**config.mk**
```make
export PLATFORM = sky130hd
export DESIGN_NAME = period_sequencer
export DESIGN_NICKNAME = d
export VERILOG_FILES = /design/src/rtl/pipeline_types.sv /design/src/rtl/period_sequencer.sv
export SDC_FILE = /design/constraint.sdc
export NUM_CORES = 1
export LEC_CHECK = 0
export CORE_MARGIN = 2
export CORE_UTILIZATION = 35
export CTS_CLUSTER_SIZE = 14
export DETAILED_ROUTE_END_ITERATION = 8
export PLACE_DENSITY_LB_ADDON = 0.25
export SYNTH_ARGS = -nofsm -noshare
export SYNTH_HDL_FRONTEND = slang
export SYNTH_SLANG_ARGS = --single-unit
```
**constraint.sdc**
```tcl
create_clock -name i_clk -period 3.4 [get_ports i_clk]
set_clock_uncertainty 0.15 [all_clocks]
set_input_delay 0.51 -clock i_clk [delete_from_list [all_inputs] [get_ports i_clk]]
set_output_delay 0.51 -clock i_clk [all_outputs]
set_load 0.01 [all_outputs]
```
**src/rtl/pipeline_types.sv**
```systemverilog
// Shared types for the measurement control path: control-path strobes,
// period-sequencer FSM state and the packed period result.
package pipeline_types;

    localparam int unsigned PERIOD_COUNT_WIDTH = 16;

    typedef struct packed {
        logic rising;
        logic falling;
    } control_path_t;

    typedef enum logic [1:0] {
        IDLE,
        ARMED,
        MEASURE,
        HOLD
    } period_state_t;

    typedef struct packed {
        logic [PERIOD_COUNT_WIDTH-1:0] count;
        logic                          timeout;
    } period_result_t;

endpackage

```
**src/rtl/period_sequencer.sv**
```systemverilog
// Period measurement controller: counts divider ticks between two rising
// control edges and hands the result out on a valid/ready handshake.
module period_sequencer
    import pipeline_types::*;
#(
    parameter int unsigned COUNT_WIDTH   = PERIOD_COUNT_WIDTH,
    parameter int unsigned TIMEOUT_TICKS = 1000
) (
    input  logic           i_clk,
    input  logic           i_reset,
    input  control_path_t  i_control,
    input  logic           i_count_enable,
    input  logic           i_arm,
    input  logic           i_abort,
    input  logic           i_continuous,
    input  logic           i_ready,
    output logic           o_valid,
    output period_result_t o_result,
    output logic           o_busy,
    output logic           o_overrun
);

    if (COUNT_WIDTH < 1 || COUNT_WIDTH > PERIOD_COUNT_WIDTH) begin : g_bad_width
        $error("period_sequencer: COUNT_WIDTH out of range");
    end
    if (TIMEOUT_TICKS < 1 ||
        longint'(TIMEOUT_TICKS) > ((longint'(1) << COUNT_WIDTH) - 1)) begin : g_bad_timeout
        $error("period_sequencer: TIMEOUT_TICKS out of range");
    end

    localparam logic [COUNT_WIDTH-1:0] LP_TIMEOUT = COUNT_WIDTH'(TIMEOUT_TICKS);

    period_state_t          r_state;
    period_state_t          w_state_next;
    logic [COUNT_WIDTH-1:0] r_count;
    logic [COUNT_WIDTH-1:0] w_count_inc;
    period_result_t         r_result;
    logic                   r_overrun;
    logic                   w_rise;
    logic                   w_timeout_hit;
    logic                   w_unused_control;

    assign w_rise           = i_control.rising;
    assign w_unused_control = i_control.falling;
    assign w_count_inc      = r_count + COUNT_WIDTH'(i_count_enable);
    assign w_timeout_hit    = (w_count_inc == LP_TIMEOUT);

    always_ff @(posedge i_clk or posedge i_reset) begin
        if (i_reset) begin
            r_state <= IDLE;
        end else begin
            r_state <= w_state_next;
        end
    end

    // Abort overrides every other transition, including a pending handshake.
    always_comb begin
        w_state_next = r_state;
        case (r_state)
            IDLE:    if (i_arm) w_state_next = ARMED;
            ARMED:   if (w_rise) w_state_next = MEASURE;
            MEASURE: if (w_rise || w_timeout_hit) w_state_next = HOLD;
            HOLD:    if (i_ready) w_state_next = i_continuous ? ARMED : IDLE;
            default: w_state_next = IDLE;
        endcase
        if (i_abort) begin
            w_state_next = IDLE;
        end
    end

    always_ff @(posedge i_clk or posedge i_reset) begin
        if (i_reset) begin
            r_count   <= '0;
            r_result  <= '0;
            r_overrun <= 1'b0;
        end else if (!i_abort) begin
            case (r_state)
                IDLE: begin
                    if (i_arm) r_overrun <= 1'b0;
                end
                ARMED: begin
                    if (w_rise) r_count <= '0;
                end
                MEASURE: begin
                    r_count <= w_count_inc;
                    // A closing edge outranks a timeout reached on the same tick.
                    if (w_rise) begin
                        r_result.count   <= PERIOD_COUNT_WIDTH'(w_count_inc);
                        r_result.timeout <= 1'b0;
                    end else if (w_timeout_hit) begin
                        r_result.count   <= PERIOD_COUNT_WIDTH'(LP_TIMEOUT);
                        r_result.timeout <= 1'b1;
                    end
                end
                HOLD: begin
                    if (w_rise) r_overrun <= 1'b1;
                end
                default: ;
            endcase
        end
    end

    always_comb begin
        o_valid   = (r_state == HOLD);
        o_busy    = (r_state == ARMED) || (r_state == MEASURE);
        o_result  = r_result;
        o_overrun = r_overrun;
    end

endmodule

```
# == Yosys cells after proc, flatten, opt, wreduce, memory -nomap -nowiden ==
# Index checks and enable logic that the tools add are counted.
# W data, S select, Z words.
# word_totals
inputBits,9
out_inout_bits,20
regBits,36
wordCells,42
# op_classes
n_addsub,1
n_bitwise,1
muxes,14
n_eq_ne,11
reduce_logical,10
# op_table
cell,n
$mux W17,2
$pmux W16 S2,1
$add A16 B1 Y16,1
$eq A16 B10 Y1 const B,1
$mux W16,1
$ne A3 B3 Y1 const B,4
$mux W2,5
$pmux W2 S4,1
$reduce_and A4 Y1,2
$ne A2 B2 Y1 const B,3
$reduce_and A3 Y1,2
$reduce_bool A2 Y1,3
$eq A2 B2 Y1 const B,2
$mux W1,3
$eq A2 B1 Y1 const B,1
$logic_not A2 Y1,1
$logic_or A1 B1 Y1,2
$pmux W1 S2,1
$not A1 Y1,1

# == Depth between registers and ports, before layout ==
# depth
ltp_word,6
depth_mapped,10
mapped_depth_nobuf,8

# == Worst setup path before layout ==
# Ideal clock, no wire load.
# synth_timing
path_kind,input -> register
start,input i_count_enable
end,"register r_result, in the netlist o_result[15]"
arrival_ns,2.514
stages,9
slack_ns,0.615
path_buffers,1
required_time_ns,3.129
setup_time_ns,0.121
cell_sequence,ha_1 > nand4_2 > or4_4 > xor2_1 > nor4b_4 > a31oi_4 > nand2b_4 > buf_6 > a22o_1
# synth_via
elab_chain_cells,4
elab_cells_between_ends,5
cone_classes,add/sub (1); eq/ne (1); mux (1); reduce/logical (2)
# synth_lines
element,line,source
"start, declared",period_sequencer.sv:12,"input logic i_count_enable,"
$add A16 B1 Y16 *,period_sequencer.sv:45,assign w_count_inc = r_count + COUNT_WIDTH'(i_count_enable);
$eq A16 B10 Y1,period_sequencer.sv:46,assign w_timeout_hit = (w_count_inc == LP_TIMEOUT);
$reduce_bool A2 Y1 (no source line),-,
$reduce_and A3 Y1 (no source line),-,
"end, declared",period_sequencer.sv:37,period_result_t r_result;
# Every way passes the cells marked *; elsewhere a longest branch is shown, timed or not.
# A chain may end at the register's enable or synchronous reset.

# == Worst setup path in the final report ==
# layout_timing
start,input i_count_enable
end,"register r_result, in the netlist o_result[2]"
# Same word-level chain as after synthesis.

==> results by group <==
Finish
  – Layout overhead on the synthesized area: 19.1%
  – Top library cells by usage in the layout, fill and taps aside: dfrtp_1, nand2_1, clkdlybuf4s50_1
  – Area of all placed cells without fillers: 0.00254 mm²
  – ANT cells: 0
  – Layout Utilization: a little over two fifths
  – Fraction of final layout cells with drive strength greater than 1: approximately an eighth
  – Number of nets in the layout: about 260
  – Leading cell type in the layout, fill and taps excluded: dfrtp_1
  – Number of standard cells in the layout, taps in and fillers out: 321

Drt
  – Number of DRC markers after the initial detailed-route iteration: 55
  – Ratio of routed vias to standard cells: ~5.2
  – Routed length per instance: 14.6 µm
  – Count of antenna-violating nets left after detailed routing: 0
  – Remaining DRCs: 0
  – Initial DRT Pass Iterations: 4
  – Post-Route WL: 4690 µm
  – Vias: around 1700

Yosys
  – Top area cells in the synthesized netlist: dfrtp_1, nand2_1, ha_1
  – Main combinational cell family by area after synthesis: simple AND/OR/NAND/NOR gates
  – Yosys warning count: 0
  – Part of the Yosys area used for sequential elements: approximately 42%
  – Cell area after synthesis: ~0.0021 mm²
  – Fraction of the mapped netlist area in compound gates: around a fifth
  – Number of enable-type register cells in the synthesized netlist: 0
  – Number of register bits inferred by synthesis: 36
  – Average instance area after synthesis: roughly 9.8 µm²
  – Main flop type after synthesis: dfrtp_1
  – Cell count after synthesis: about 220
  – Xor-xnor portion of the synthesized cell area: 5.34%
  – Portion of synthesized cell area occupied by the leading cell type: a little over two fifths
  – Async set or reset register ratio after synthesis: 100%
  – Net count after synthesis: ~230
  – Post-Synth Simple-Gate Area: roughly a fifth
  – Post-synth top area cell: dfrtp_1
  – Arithmetic-cell share of the synthesized area counting full adders, half adders and majority gates: around 4.1%
  – Multiplexer fraction of the synthesized cell area: under 10%
  – Cell variety after synth: 53

Setup path
  – Worst-path fanout max: 9
  – Data arrival time of the critical path: between 3 and 4 ns
  – Worst setup path startpoint: i_count_enable
  – Biggest cell delay along the critical path: between 0.5 and 0.6 ns
  – Worst R2R Setup Slack: roughly 0.67 ns
  – Startpoint type of the worst setup path: input port
  – Cells traversed along the worst timing path: clkdlybuf4s50_1 -> ha_1 -> nand4_2 -> or4_4 -> xor2_1 -> nor4b_4 -> a31oi_4 -> nand2b_4 -> a22o_1
  – Reg-to-reg startpoint: r_count[0]
  – Number of cells traversed by the worst register-to-register path: 8
  – Endpoint of the worst setup timing path: o_result[2]
  – CP required: about 3.4 ns
  – End of the worst register-to-register path: o_result[2]
  – Cell with the largest stage delay on the worst path: or4_4
  – Class of the most critical setup path: input port to flip-flop
  – Kind of end point of the critical path: flip-flop

Clock network
  – Skew-Pair Late Insertion Delay: about 0.29 ns
  – Number of H-tree levels: 2
  – Max clock buf depth: 2
  – CTS tree: yes
  – Number of gates resized after CTS: 0
  – Hold_buf cts: 0
  – Clock net sink count: 36
  – Setup Fix Bufs, Post-CTS: 0
  – CTS Root Buffer Type: clkbuf_8
  – Post-CTS clock slew at the launch and capture registers of the worst setup and hold paths: approximately 0.07 ns
  – Number of CTS-inserted buffers: 5

Timing
  – Post-Route Setup TNS: 0 ns
  – Setup Viol. Count Final: 0
  – Transition time of the tightest slew-check pin: about 0.55 ns
  – Relative slew slack: roughly 63%
  – RSZ-0062 raised after global routing: no
  – Number of max-slew violations in the final report: 0
  – Post-layout minimum cycle time: a little over 3 ns
  – Portion of the clock cycle consumed by the worst path in the final layout: 90.1%
  – Worst Hold Margin: between 0.3 and 0.4 ns
  – Max Fclk: between 300 and 400 MHz
  – Final Hold Fails: 0
  – Final worst-path setup slack: approximately 0.34 ns

Pwr
  – Worst voltage drop across the vdd grid: 0.000311 V
  – Clock network fraction of total power: a little under a quarter
  – Power density normalized to cell area: roughly 550 mW/mm²
  – Gate power share: roughly 39%
  – Final total power: about 1.4 mW
  – Power spent charging and discharging nets: 0.484 mW
  – Internal cell power: between 0.9 and 1 mW
  – Leak: roughly 1.1 nW
  – Sequential power share: 38.8%
  – Switching Share: about a third

Global routing
  – All-Layer GR Usage: between 10% and 20%
  – Global-route wire length before repair: just under 8000 µm
  – Initial antenna violation count: 0
  – Maximum number of pins on one net before global-route repair: 37
  – Final global-route overflow total: 0
  – Vias in the first global route: 1615

Worst hold path
  – Worst min-delay path startpoint: o_result[13]
  – Tightest Hold Check Type: flip-flop to flip-flop

Floorplanning
  – Die Footprint: between 0.006 and 0.007 mm²
  – Initial core utilization: between 30% and 40%
  – Row cnt: 28
  – Die Width: ~80 µm
  – Total I/O pin count: 29
  – Die Ht: between 80 and 90 µm
  – Placeable Area: around 0.006 mm²

Placed design
  – Port Buf Inserts: 27
  – Worst setup slack after placement: between 0.03 and 0.04 ns
  – # placed instances: around 310
  – Half-perimeter wire length after detailed placement: about 3300 µm
  – Final estimated routing congestion in global placement: 0.836
  – DP Area: ~0.0024 mm²

Job
  – Maximum capacitance violations: 0

Status
  – Status: complete, no violations
layer usage:
layer	global-route usage, %	vias to the layer above	part of all wire (%)
met5	0	-	0
met4	5.00	0	1.3
met3	3.63	8	2.9
met2	24.1	29	42
met1	21.5	797	54
li1	-	829	-
cell families after synthesis:
family / after synthesis
mux: 3
xor+xnor: 13
compound gates: 55
flops: 36
fa+ha+maj: 7
simple gates: 80
buf+inv: 23
power by group through the flow:
stage / combinational [mW] / clock, mW / sequential, mW
finish: 0.542 / 0.320 / 0.546
global route: 0.597 / 0.349 / 0.556
CTS: 0.548 / 0.331 / 0.548
detailed placement: 0.543 / 0 / 0.556
global placement: 0.540 / 0 / 0.555
floorplan: 0.289 / 0 / 0.574
worst min-delay path by stage:
stage / slack (ns) / cells past startpoint / end
finish: 0.34 / 1 / o_result[13]
global route: 0.36 / 1 / o_result[13]
CTS: 0.35 / 1 / o_result[13]
detailed placement: 0.33 / 1 / o_result[13]
global placement: 0.32 / 1 / o_result[12]
floorplan: 0.33 / 2 / r_count[0]
layout make-up:
type	count	area, µm²
well taps	75	93.8
clock inverters	2	10.0
flip-flops and latches	36	901
fillers	596	3380
repair buffers	34	323
multi-input cells	158	1090
clock buffers	6	82.6
inverters	10	37.5
critical path: cells and delay by family:
family	cells	cell delay [ns]
and+or+nand+nor	4	1.26
buffers and inverters	1	0.49
AOI/OAI and AO/OA	2	0.40
xor gates and xnor gates	1	0.24
adders and majority gates	1	0.20
state kept, by name, indices dropped and copies added (netlist names):
signal     count
r_state        2
o_overrun      1
r_count       16
o_result      17
cells in the mapped netlist, types with 2 or more instances:
cell	n
dfrtp_1	36
a2bb2oi_1	6
xor2_1	6
buf_6	4
a22o_1	7
o31ai_1	7
o21ai_0	13
a31oi_1	2
nor2b_1	2
nor3_1	3
ha_1	7
or2_2	2
nor2_1	6
nor4_1	3
o21ai_2	2
buf_4	3
o2bb2ai_1	4
a21oi_1	6
inv_1	9
nand3_1	8
and2_1	2
nand2_1	33
clkbuf_1	3
nand2b_1	4
xnor2_1	7
mux2_2	2
nand4_1	4
No activity file was read; power rests on OpenSTA's default activity.
